[src/rtl/interconnect_nport.sv]
// -----------------------------------------------------------------------------
// interconnect_nport
//
// Purpose: single-master to N-slave memory-mapped interconnect. One upstream
// request is sampled in IDLE and decoded against per-port base/mask pairs.
// It is then forwarded to the selected downstream port and held there until
// that port stops waiting or a timeout expires. The result is returned upstream
// in a one-cycle DONE window. Decode misses and read+write collisions complete
// without touching any downstream port.
//
// Ports:
//   clk, rst                  clock, asynchronous active-high reset
//   s_bus_addr/read/write/writedata/byteenable   upstream request (inputs)
//   s_bus_readdata/response/waitrequest          upstream completion (outputs)
//   m_bus_addr/read/write/writedata/byteenable   downstream request, slice i
//                                                belongs to port i (outputs)
//   m_bus_readdata/response/waitrequest          downstream completion (inputs)
// -----------------------------------------------------------------------------
module interconnect_nport #(
  parameter int                    N_PORTS        = 4,
  parameter logic [32*N_PORTS-1:0] BASE_LIST      = {32'h300, 32'h200, 32'h100, 32'h000},
  parameter logic [32*N_PORTS-1:0] MASK_LIST      = {4{32'hFFFF_FF00}},
  parameter int                    TIMEOUT_CYCLES = 16
) (
  input  logic                   clk,
  input  logic                   rst,
  // upstream slave side
  input  logic [31:0]            s_bus_addr,
  input  logic                   s_bus_read,
  input  logic                   s_bus_write,
  input  logic [31:0]            s_bus_writedata,
  input  logic [3:0]             s_bus_byteenable,
  output logic [31:0]            s_bus_readdata,
  output logic [1:0]             s_bus_response,
  output logic                   s_bus_waitrequest,
  // downstream master side
  output logic [32*N_PORTS-1:0]  m_bus_addr,
  output logic [N_PORTS-1:0]     m_bus_read,
  output logic [N_PORTS-1:0]     m_bus_write,
  output logic [32*N_PORTS-1:0]  m_bus_writedata,
  output logic [4*N_PORTS-1:0]   m_bus_byteenable,
  input  logic [32*N_PORTS-1:0]  m_bus_readdata,
  input  logic [2*N_PORTS-1:0]   m_bus_response,
  input  logic [N_PORTS-1:0]     m_bus_waitrequest
);

  localparam int          SEL_W       = (N_PORTS > 1) ? $clog2(N_PORTS) : 1;
  localparam logic [15:0] TIMEOUT_LIM = 16'(TIMEOUT_CYCLES);

  localparam logic [1:0] RESP_OKAY   = 2'b00;
  localparam logic [1:0] RESP_SLVERR = 2'b10;
  localparam logic [1:0] RESP_DECERR = 2'b11;

  typedef enum logic [1:0] {
    ST_IDLE,
    ST_ACCESS,
    ST_DONE
  } state_t;

  state_t               state_q;
  logic [SEL_W-1:0]     sel_q;
  logic                 is_write_q;
  logic [31:0]          addr_q;
  logic [31:0]          wdata_q;
  logic [3:0]           be_q;
  logic [N_PORTS-1:0]   rd_strobe_q;
  logic [N_PORTS-1:0]   wr_strobe_q;
  logic [15:0]          cnt_q;
  logic                 waitreq_q;
  logic [31:0]          rdata_q;
  logic [1:0]           resp_q;

  // ---------------------------------------------------------------------------
  // Address decode and per-port downstream fan-out
  // ---------------------------------------------------------------------------
  logic [N_PORTS-1:0] hit;
  logic [N_PORTS-1:0] hit_onehot;
  logic [SEL_W-1:0]   hit_sel;
  logic               any_hit;

  genvar gi;
  generate
    for (gi = 0; gi < N_PORTS; gi++) begin : g_port
      assign hit[gi] = ((s_bus_addr & MASK_LIST[32*gi +: 32]) == BASE_LIST[32*gi +: 32]);
      // Each slave sees only the offset inside its own window.
      assign m_bus_addr[32*gi +: 32]      = addr_q & ~MASK_LIST[32*gi +: 32];
      assign m_bus_writedata[32*gi +: 32] = wdata_q;
      assign m_bus_byteenable[4*gi +: 4]  = be_q;
    end
  endgenerate

  // Isolate the lowest set bit: overlapping windows go to the lowest index.
  assign hit_onehot = hit & (~hit + 1'b1);

  always_comb begin
    hit_sel = '0;
    any_hit = 1'b0;
    // Descending scan so the lowest hitting index is written last and wins.
    for (int i = N_PORTS - 1; i >= 0; i--) begin
      if (hit[i]) begin
        hit_sel = SEL_W'(i);
        any_hit = 1'b1;
      end
    end
  end

  // Mux of the selected port's completion signals.
  logic        sel_wait;
  logic [31:0] sel_rdata;
  logic [1:0]  sel_resp;

  always_comb begin
    sel_wait  = 1'b1;
    sel_rdata = '0;
    sel_resp  = RESP_OKAY;
    for (int i = 0; i < N_PORTS; i++) begin
      if (sel_q == SEL_W'(i)) begin
        sel_wait  = m_bus_waitrequest[i];
        sel_rdata = m_bus_readdata[32*i +: 32];
        sel_resp  = m_bus_response[2*i +: 2];
      end
    end
  end

  // ---------------------------------------------------------------------------
  // Transfer FSM; every upstream/downstream control output is a register.
  // ---------------------------------------------------------------------------
  always_ff @(posedge clk or posedge rst) begin
    if (rst) begin
      state_q     <= ST_IDLE;
      sel_q       <= '0;
      is_write_q  <= 1'b0;
      addr_q      <= '0;
      wdata_q     <= '0;
      be_q        <= '0;
      rd_strobe_q <= '0;
      wr_strobe_q <= '0;
      cnt_q       <= '0;
      waitreq_q   <= 1'b1;
      rdata_q     <= '0;
      resp_q      <= RESP_OKAY;
    end else begin
      case (state_q)
        ST_IDLE: begin
          waitreq_q <= 1'b1;
          if (s_bus_read && s_bus_write) begin
            // Ambiguous direction: reject without any downstream activity.
            rdata_q   <= '0;
            resp_q    <= RESP_SLVERR;
            waitreq_q <= 1'b0;
            state_q   <= ST_DONE;
          end else if (s_bus_read || s_bus_write) begin
            if (any_hit) begin
              sel_q       <= hit_sel;
              is_write_q  <= s_bus_write;
              addr_q      <= s_bus_addr;
              wdata_q     <= s_bus_writedata;
              be_q        <= s_bus_byteenable;
              rd_strobe_q <= s_bus_read  ? hit_onehot : '0;
              wr_strobe_q <= s_bus_write ? hit_onehot : '0;
              cnt_q       <= 16'd1;
              state_q     <= ST_ACCESS;
            end else begin
              rdata_q   <= '0;
              resp_q    <= RESP_DECERR;
              waitreq_q <= 1'b0;
              state_q   <= ST_DONE;
            end
          end
        end

        ST_ACCESS: begin
          if (!sel_wait) begin
            rdata_q     <= is_write_q ? 32'd0 : sel_rdata;
            resp_q      <= sel_resp;
            rd_strobe_q <= '0;
            wr_strobe_q <= '0;
            waitreq_q   <= 1'b0;
            state_q     <= ST_DONE;
          end else if (cnt_q >= TIMEOUT_LIM) begin
            // cnt_q counts ACCESS cycles from 1, so the strobe has been
            // visible for exactly TIMEOUT_CYCLES cycles at this point.
            rdata_q     <= '0;
            resp_q      <= RESP_SLVERR;
            rd_strobe_q <= '0;
            wr_strobe_q <= '0;
            waitreq_q   <= 1'b0;
            state_q     <= ST_DONE;
          end else begin
            cnt_q <= cnt_q + 16'd1;
          end
        end

        ST_DONE: begin
          waitreq_q <= 1'b1;
          cnt_q     <= '0;
          state_q   <= ST_IDLE;
        end

        default: begin
          rd_strobe_q <= '0;
          wr_strobe_q <= '0;
          waitreq_q   <= 1'b1;
          state_q     <= ST_IDLE;
        end
      endcase
    end
  end

  assign m_bus_read        = rd_strobe_q;
  assign m_bus_write       = wr_strobe_q;
  assign s_bus_waitrequest = waitreq_q;
  assign s_bus_readdata    = rdata_q;
  assign s_bus_response    = resp_q;

endmodule

[config.mk]
export PLATFORM = sky130hd
export DESIGN_NAME = interconnect_nport
export DESIGN_NICKNAME = d
export VERILOG_FILES = /design/src/rtl/interconnect_nport.sv
export SDC_FILE = /design/constraint.sdc
export NUM_CORES = 1
export LEC_CHECK = 0
export ABC_AREA = 0
export ABC_CLOCK_PERIOD_IN_PS = 6300
export CORE_AREA = 5 5 203 205
export CTS_BUF_LIST = sky130_fd_sc_hd__clkbuf_8
export DETAILED_ROUTE_END_ITERATION = 12
export DIE_AREA = 0 0 208 210
export PLACE_DENSITY = 0.55
export SLEW_MARGIN = 5
export SYNTH_ARGS = -nofsm -noshare
export SYNTH_HDL_FRONTEND = slang
export SYNTH_SLANG_ARGS = --single-unit
export TNS_END_PERCENT = 50
[constraint.sdc]
create_clock -name clk -period 6.3 [get_ports clk]
set_input_delay 0.945 -clock clk [delete_from_list [all_inputs] [get_ports clk]]
set_output_delay 0.945 -clock clk [all_outputs]
set_load 0.05 [all_outputs]
After elaboration in Yosys (flattened, before gate mapping):

Cells that the tools add are included.

* reduce and logical (&&, ||, !) cells: 12
* equal/unequal tests: 16
* bitwise gates (word level): 4
* $add $sub $neg: 2
* multiplexer cells: 62
* magnitude comparators: 1

Operators by type and width (count)
* $mux 32: 10
* $mux 16: 5
* $pmux 32 s2: 1
* $eq 24x2->1 const B: 2
* $pmux 16 s3: 1
* $mux 4: 10
* $mux 2: 17
* $logic_not 32->1: 1
* $eq 24x1->1 const B: 1
* $pmux 4 s3: 2
* $add 16x1->16 const B: 1
* $ge 16x5->1 const B: 1
* $mux 1: 13
* $ne 2x2->1 const B: 5
* $ne 3x3->1 const B: 3
* $pmux 2 s2: 2
* $reduce_and 4->1: 2
* $eq 2x2->1 const B: 3
* $reduce_and 6->1: 1
* $reduce_and 5->1: 1
* $add 4x1->4 const B: 1
* $and 4x4->4: 1
* $eq 2x1->1 const B: 2
* $logic_not 2->1: 2
* 8 further kinds: 9

* output and inout bits: 315
* bits of input ports: 212
* register bits after elaboration: 108
* logic and storage cells: 109

Depth between registers and ports, before layout:

* depth in word-level cells: 9
* mapped depth: 9
* mapped depth without buffers: 7

Worst setup path before layout:

Ideal clock, no wire load.

* path kind: in2reg
* from: input port s_bus_addr[30]
* to: register rd_strobe_q[0], in the netlist m_bus_read[0]
* library setup time: 0.128 ns
* arrival time: 2.552 ns
* data required time: 6.172 ns
* buffers on the path: 1
* stages on the path: 6
* setup slack: 3.620 ns
* cells stage by stage: nor4_1 > nand4_1 > o31a_1 > or3_1 > buf_6 > mux2_1

* word-level cells in the longest chain between the ends: 9
* elaborated cells between the ends (all ways): 18
* those cells by class: add/sub (1); eq/ne (4); mux (9); bitwise (2); reduce/logical (2)

RTL lines
* start, declared: line 28 `input logic [31:0] s_bus_addr,`
* $logic_not 32->1: line 84 `assign hit[gi] = ((s_bus_addr & MASK_LIST[32*gi +: 32]) == BASE_LIST[32*gi +: 32]);`
* $not 4->4: line 93 `assign hit_onehot = hit & (~hit + 1'b1);`
* $add 4x1->4: line 93
* $and 4x4->4: line 93
* $mux 4: line 159 `rd_strobe_q <= s_bus_read ? hit_onehot : '0;`
* $mux 4: line 153 `if (any_hit) begin`
* $mux 4: line 152 `end else if (s_bus_read || s_bus_write) begin`
* $mux 4: line 146 `if (s_bus_read && s_bus_write) begin`
* $pmux 4 s3: line 143 `case (state_q)`
* end signal, assigned: line 159
* end, declared: line 66 `logic [N_PORTS-1:0] rd_strobe_q;`

Parallel ways exist; a longest one is shown, timed or not. The select of a mux whose other input is x is not followed.
A chain may end at the register's enable or synchronous reset.

Final worst setup path:

* from: input port s_bus_addr[13]
* to: register rdata_q[27], in the netlist s_bus_readdata[27]

* word-level cells in the longest chain between the ends: 7
* elaborated cells between the ends (all ways): 10
* those cells by class: eq/ne (4); mux (4); reduce/logical (2)

RTL lines
* $eq 24x2->1: line 84
* $mux 1 (3 in series): line 100 `if (hit[i]) begin`
* $mux 1 *: line 100
* $ne 3x3->1 (no source line) *
* $reduce_and 4->1 (no source line) *
* end signal, assigned: line 174 `rdata_q <= is_write_q ? 32'd0 : sel_rdata;`
* end, declared: line 70 `logic [31:0] rdata_q;`

Mark *: on every way between the ends. The rest lies on a longest branch, timed or not.

==> key figures <==
Outcome
  • Status: finished clean

Worst setup path
  • Worst r2r src: sel_q[1]
  • Critical Path Start Type: primary input
  • R2R Path End: s_bus_readdata[27]
  • WP depth: 6
  • Critical path type: in -> reg
  • Slowest cell on the critical path: a211o_2
  • Delay-heaviest family, CP: simple AND/OR/NAND/NOR gates
  • Crit-path max FO: 35
  • Crit path capture type: register
  • Reg-to-reg slack, setup: ~3.2 ns
  • Critical-path cell list: clkdlybuf4s50_1 > nor4_1 > nand4_1 > nor3_1 > a211o_2 > mux2_2
  • Crit path required time: 6.59 ns
  • Arr. time, crit path: about 3.7 ns
  • Max incr delay on CP: a little under 0.9 ns
  • Reg2reg path depth: 6
  • CP bufs+invs: 1

CTS
  • Htree depth: 3
  • Post-CTS Hold Buffers: 0
  • TritonCTS buffer count: 9
  • Worst-path clk slew: approximately 0.10 ns
  • Clk_lat worst skew: between 0.4 and 0.5 ns
  • CTS Buffer Depth: 2
  • Cts repair resizes: 0
  • CTS tree: built
  • Clock Sinks: approximately 110
  • Root buffer cell: clkbuf_8
  • Post-CTS Setup Inserts: 0

Layout
  • Share of layout cells above drive strength 1: roughly 16%
  • P&R area growth vs syn: 50.5%
  • Filler cells: 4087
  • Sequential Area: 2710 µm²
  • Post-route cell area: about 11000 µm²
  • Final #Nets: 1143
  • Multi-input gate area: about 3200 µm²

Synthesis
  • Area fraction of the dominant cell type after synthesis: a little over a third
  • Ys async rst share: 100%
  • Sequential fraction of the synthesis area: between 30 and 40%
  • Most frequent cell after synthesis: buf_4
  • Top cells by area, synth: dfrtp_1, buf_4, mux4_2
  • Synthesis warning total: 0
  • Synth Register Bits: 108
  • Ys flop type: dfrtp_1
  • Post-synth EDFFs: 0
  • Cells after Synth: between 600 and 700
  • Post-Syn Area: 7440 µm²
  • Post-synth top area cell: dfrtp_1
  • Post-synth cell types: 44
  • Mean post-synth cell area: ~12 µm²
  • Synth top cells by count: buf_4, dfrtp_1, mux2_2

Die
  • # rows: 73
  • Die width: around 210 µm
  • CORE AREA: 39300 µm²
  • Starting density of the core: a little under a fifth
  • Full die area: roughly 44000 µm²
  • Io pins: roughly 530
  • Die H: around 210 µm

Timing
  • Skew final: 0.0144 ns
  • Max Transition Viols Final: 0
  • Hold_ws: about 0.51 ns
  • Max-Slew Margin vs Limit: between 20 and 30%
  • Final min period: about 3.4 ns
  • Endpoints failing hold: 0
  • RSZ-0062 raised after global routing: false
  • Least-Margin Pin Slew: 1.12 ns
  • Fin Setup TNS: 0 ns
  • FMAX: a little under 300 MHz
  • Worst setup margin: 2.89 ns
  • Tcrit/Tclk final: a little over half
  • Setup violators final: 0

Placed design
  • Hpwl dp: approximately 20 mm
  • GP Congestion: slightly below 0.8
  • Port buffer count: 430
  • Dpl cell area: 10900 µm²
  • Dpl ws: ~2.3 ns

Power and ir drop
  • LEAKAGE: about 4.6 nW
  • Total chip power: 1.84 mW
  • Max VDD drop: 0.114 mV
  • Pwr/cell area: 164 nW/µm²

GRT
  • GR Util met3: a little under 4%
  • Global-route wire length before repair: roughly 37 mm
  • Grt met2 use: a little under a fifth
  • Pin count of the biggest net entering global routing: 53
  • Most used routing layer: met2
  • Overflow after GRT: 0
  • Met1 Use GR: between 10% and 20%
  • Initial antenna violation count: 1
  • Number of global-route vias before repair: 5716
  • Total GRT Usage: 10.9%

Drt
  • Residual DRC: 0
  • Routed WL: ~25 mm
  • Via count: between 5k and 6k
  • Initial DRC count: roughly 220
  • Avg Vias per Cell: between 3 and 4
  • Final ANT Viol Nets: 0
  • First drt pass iteration count: 4
  • Avg WL per Cell: 17.4 µm

Min path
  • Hold Path End: m_bus_write[2]
  • Worst Min Path Start: m_bus_write[2]
  • Worst min path class: reg -> reg
  • Hold depth: 1

Run
  • Max-cap violations: 0
[worst max path at each step]
stage	start	to	slack (ns)
floorplan	rst	addr_q[0]	2.51
global placement	s_bus_addr[13]	s_bus_readdata[26]	2.41
detailed placement	s_bus_addr[13]	s_bus_readdata[30]	2.34
CTS	s_bus_addr[13]	s_bus_readdata[28]	2.81
global route	s_bus_addr[13]	s_bus_readdata[26]	2.70
finish	s_bus_addr[13]	s_bus_readdata[27]	2.89
[layer usage]
metal | part of all wire (%) | up-vias
met5 | 0.051 | -
met4 | 1.6 | 2
met3 | 8.1 | 17
met2 | 51 | 297
met1 | 39 | 2644
li1 | - | 2470
[metrics by stage]
stage          utilization [%]  cells
6_report                  28.5   1456
3_3_place_gp              27.9   1439
5_1_grt                   28.5   1455
2_1_floorplan                -    733
4_1_cts                   28.5   1455
3_5_place_dp              27.9   1439
[placed cells by master (no fill, tap or decap), drive strengths merged, types with 2 or more instances in the layout]
master	n
and2	7
o31ai	2
a211o	2
clkbuf	9
a22o	2
bufinv	3
a31oi	2
nand2	10
or2	2
ha	6
mux4	35
nor2	3
o41ai	2
inv	12
nor2b	34
o21a	6
or3	4
o21ai	8
clkdlybuf4s50	430
nand3	9
buf	6
nor3	10
nand4	5
nor4b	3
dfrtp	107
mux2	86
nor4	17
conb	96
[flip-flops by register name, summed over array words and instances (netlist names), 2 cells and up]
signal	count
addr_q	8
s_bus_readdata	32
state_q	2
cnt_q	16
sel_q	2
wdata_q	32
m_bus_read	4
be_q	4
m_bus_write	4
s_bus_response	2
[cell families (layout without fill, tap and decap cells)]
group	after synthesis	in the layout	share of synthesized area, %
other	1	97	0.0504
adders and majority gates	6	6	1.01
xor gates and xnor gates	1	1	0.118
and+or+nand+nor	106	106	8.49
muxes	121	121	25.2
buffers and inverters	264	461	25.5
AOI/OAI and AO/OA	31	31	3.26
DFF	108	108	36.3
[report_power, final]
part	switching [mW]	leakage [nW]	internal, mW
clock	0.269	0.123	0.267
sequential	0.0115	1.48	0.708
combinational	0.344	2.99	0.239
total	0.624	4.59	1.21
[area by class of cell]
class                      instances  area share [%]
timing repair buffer             436            38.9
multi-input combinational        361            28.6
sequential                       108            24.2
tap                              525            5.87
clock buffer                       9            1.11
clock inverter                     7            1.08
inverter                           9           0.324
antenna                            1          0.0224
(Power assumes the default switching activity.)
==> RTL change, RTL diff (same settings) <==
Change the parameter `TIMEOUT_CYCLES` from 16 to 12.
--- a/src/rtl/interconnect_nport.sv
+++ b/src/rtl/interconnect_nport.sv
@@ -21,5 +21,5 @@
   parameter logic [32*N_PORTS-1:0] BASE_LIST      = {32'h300, 32'h200, 32'h100, 32'h000},
   parameter logic [32*N_PORTS-1:0] MASK_LIST      = {4{32'hFFFF_FF00}},
-  parameter int                    TIMEOUT_CYCLES = 16
+  parameter int                    TIMEOUT_CYCLES = 12
 ) (
   input  logic                   clk,
Check against the original RTL: same outputs for any inputs over 4 cycles, from zero or initial values and one cycle with rst high; that may be too few to reach the edited logic, so the function may still have changed.
==> RTL change against the original RTL <==
Maximum frequency shrank 10%; non-clock buffer count unchanged; setup slack got worse by 390 ps; wire length is 6.0% lower; clock power down 19%; sequential cell count stayed put; cell area decreased by 1.6%; synthesized area is 2.0% lower; die area unchanged; power down 6.6%; critical path type unchanged.
==> RTL change: results <==
status:
  outcome: "complete, no violations"
sta:
  worstMarginPinSlew_ps: 988
  holdWs_ps: 513
  fmax_ghz: 0.263
  skew_ps: 7.42
setup_path:
  cp.arrival_ps: 4110
  cp_slowest_cell: "o221ai_4"
  rrSetupSlack_ps: 3190
  r2r-start: "sel_q[0]$_DFFE_PP0P_"
  cp-endpoint: "s_bus_readdata[7]$_DFFE_PP0P_"
synth:
  syn-instance-count: 626
  seq_area_frac_synth_pct: 37.1
  yosys-top-cells-area: "dfrtp_1 37%, buf_4 23%, mux2_2 12%"
  synth_cell_types: 42
cells_and_area:
  num-fill-cells: 4111
place:
  placed_area_sq_um: 10800
  gp_congestion: 0.824
  dp_cells: 1431
  dpl_worst_slack_ps: 1890
power:
  leakage_nw: 4.59
  ir_worst_vdd_mv: 0.0806
route:
  vias: 5294
  drt-total-wl_mm: 23.8
  dr.first_iter.drc_count: 121
global_routing:
  grt_max_degree: 71
  grt_pass1_vias: 5625
  grt_use_total_pct: 10.4
worst_hold_path:
  hold-path-endpoint: "cnt_q[15]$_DFFE_PP0P_"
  hp-start: "cnt_q[15]$_DFFE_PP0P_"
[RTL change: cell count changes after synthesis, sizes merged, moves of 3 or more]
cell,unedited run,this run
buf,242,239
o21a,6,2
nor2,3,6
nand3,9,6
inv,9,14
and4,0,4
mux2i,0,3
nor4b,3,0
and2,7,12
nor4,17,13
nor3,10,2
[RTL change: layout make-up]
type	count	area, sq um	area share [%]
Clock buffer	11	151	1.37
Clock inverter	5	35.0	0.318
Timing Repair Buffer	436	4350	39.5
Tap cell	525	657	5.97
Inverter	14	55.1	0.500
Multi-Input combinational cell	348	3060	27.8
Sequential cell	108	2710	24.6
[RTL change: routing by layer]
metal | wire length [um] | GRT usage [%] | vias to the layer above
li1 | - | - | 2415
met1 | 8320 | 10.6 | 2541
met2 | 12500 | 19.0 | 322
met3 | 2740 | 5.21 | 14
met4 | 228 | 2.60 | 2
met5 | 7 | 0 | -
[RTL change: logic make-up after synthesis]
group / count (synthesis) / synth area share (%)
muxes: 122 / 24.7
buffers and inverters: 265 / 25.9
other: 1 / 0.0515
xor gates and xnor gates: 1 / 0.120
adders and majority gates: 6 / 1.03
DFF: 108 / 37.1
AOI/OAI and AO/OA: 22 / 2.83
and+or+nand+nor: 101 / 8.27
[RTL change: power breakdown]
| group | internal [mW] | total (mW) | switching, mW |
|---|---|---|---|
| logic | 0.237 | 0.563 | 0.326 |
| registers | 0.708 | 0.720 | 0.0119 |
| clock network | 0.167 | 0.434 | 0.268 |
[RTL change: critical path: cells and delay by family]
kind / cells / cell delay (ps)
AOI/OAI and AO/OA: 1 / 650
buffers and inverters: 2 / 830
muxes: 1 / 370
and+or+nand+nor: 3 / 1280
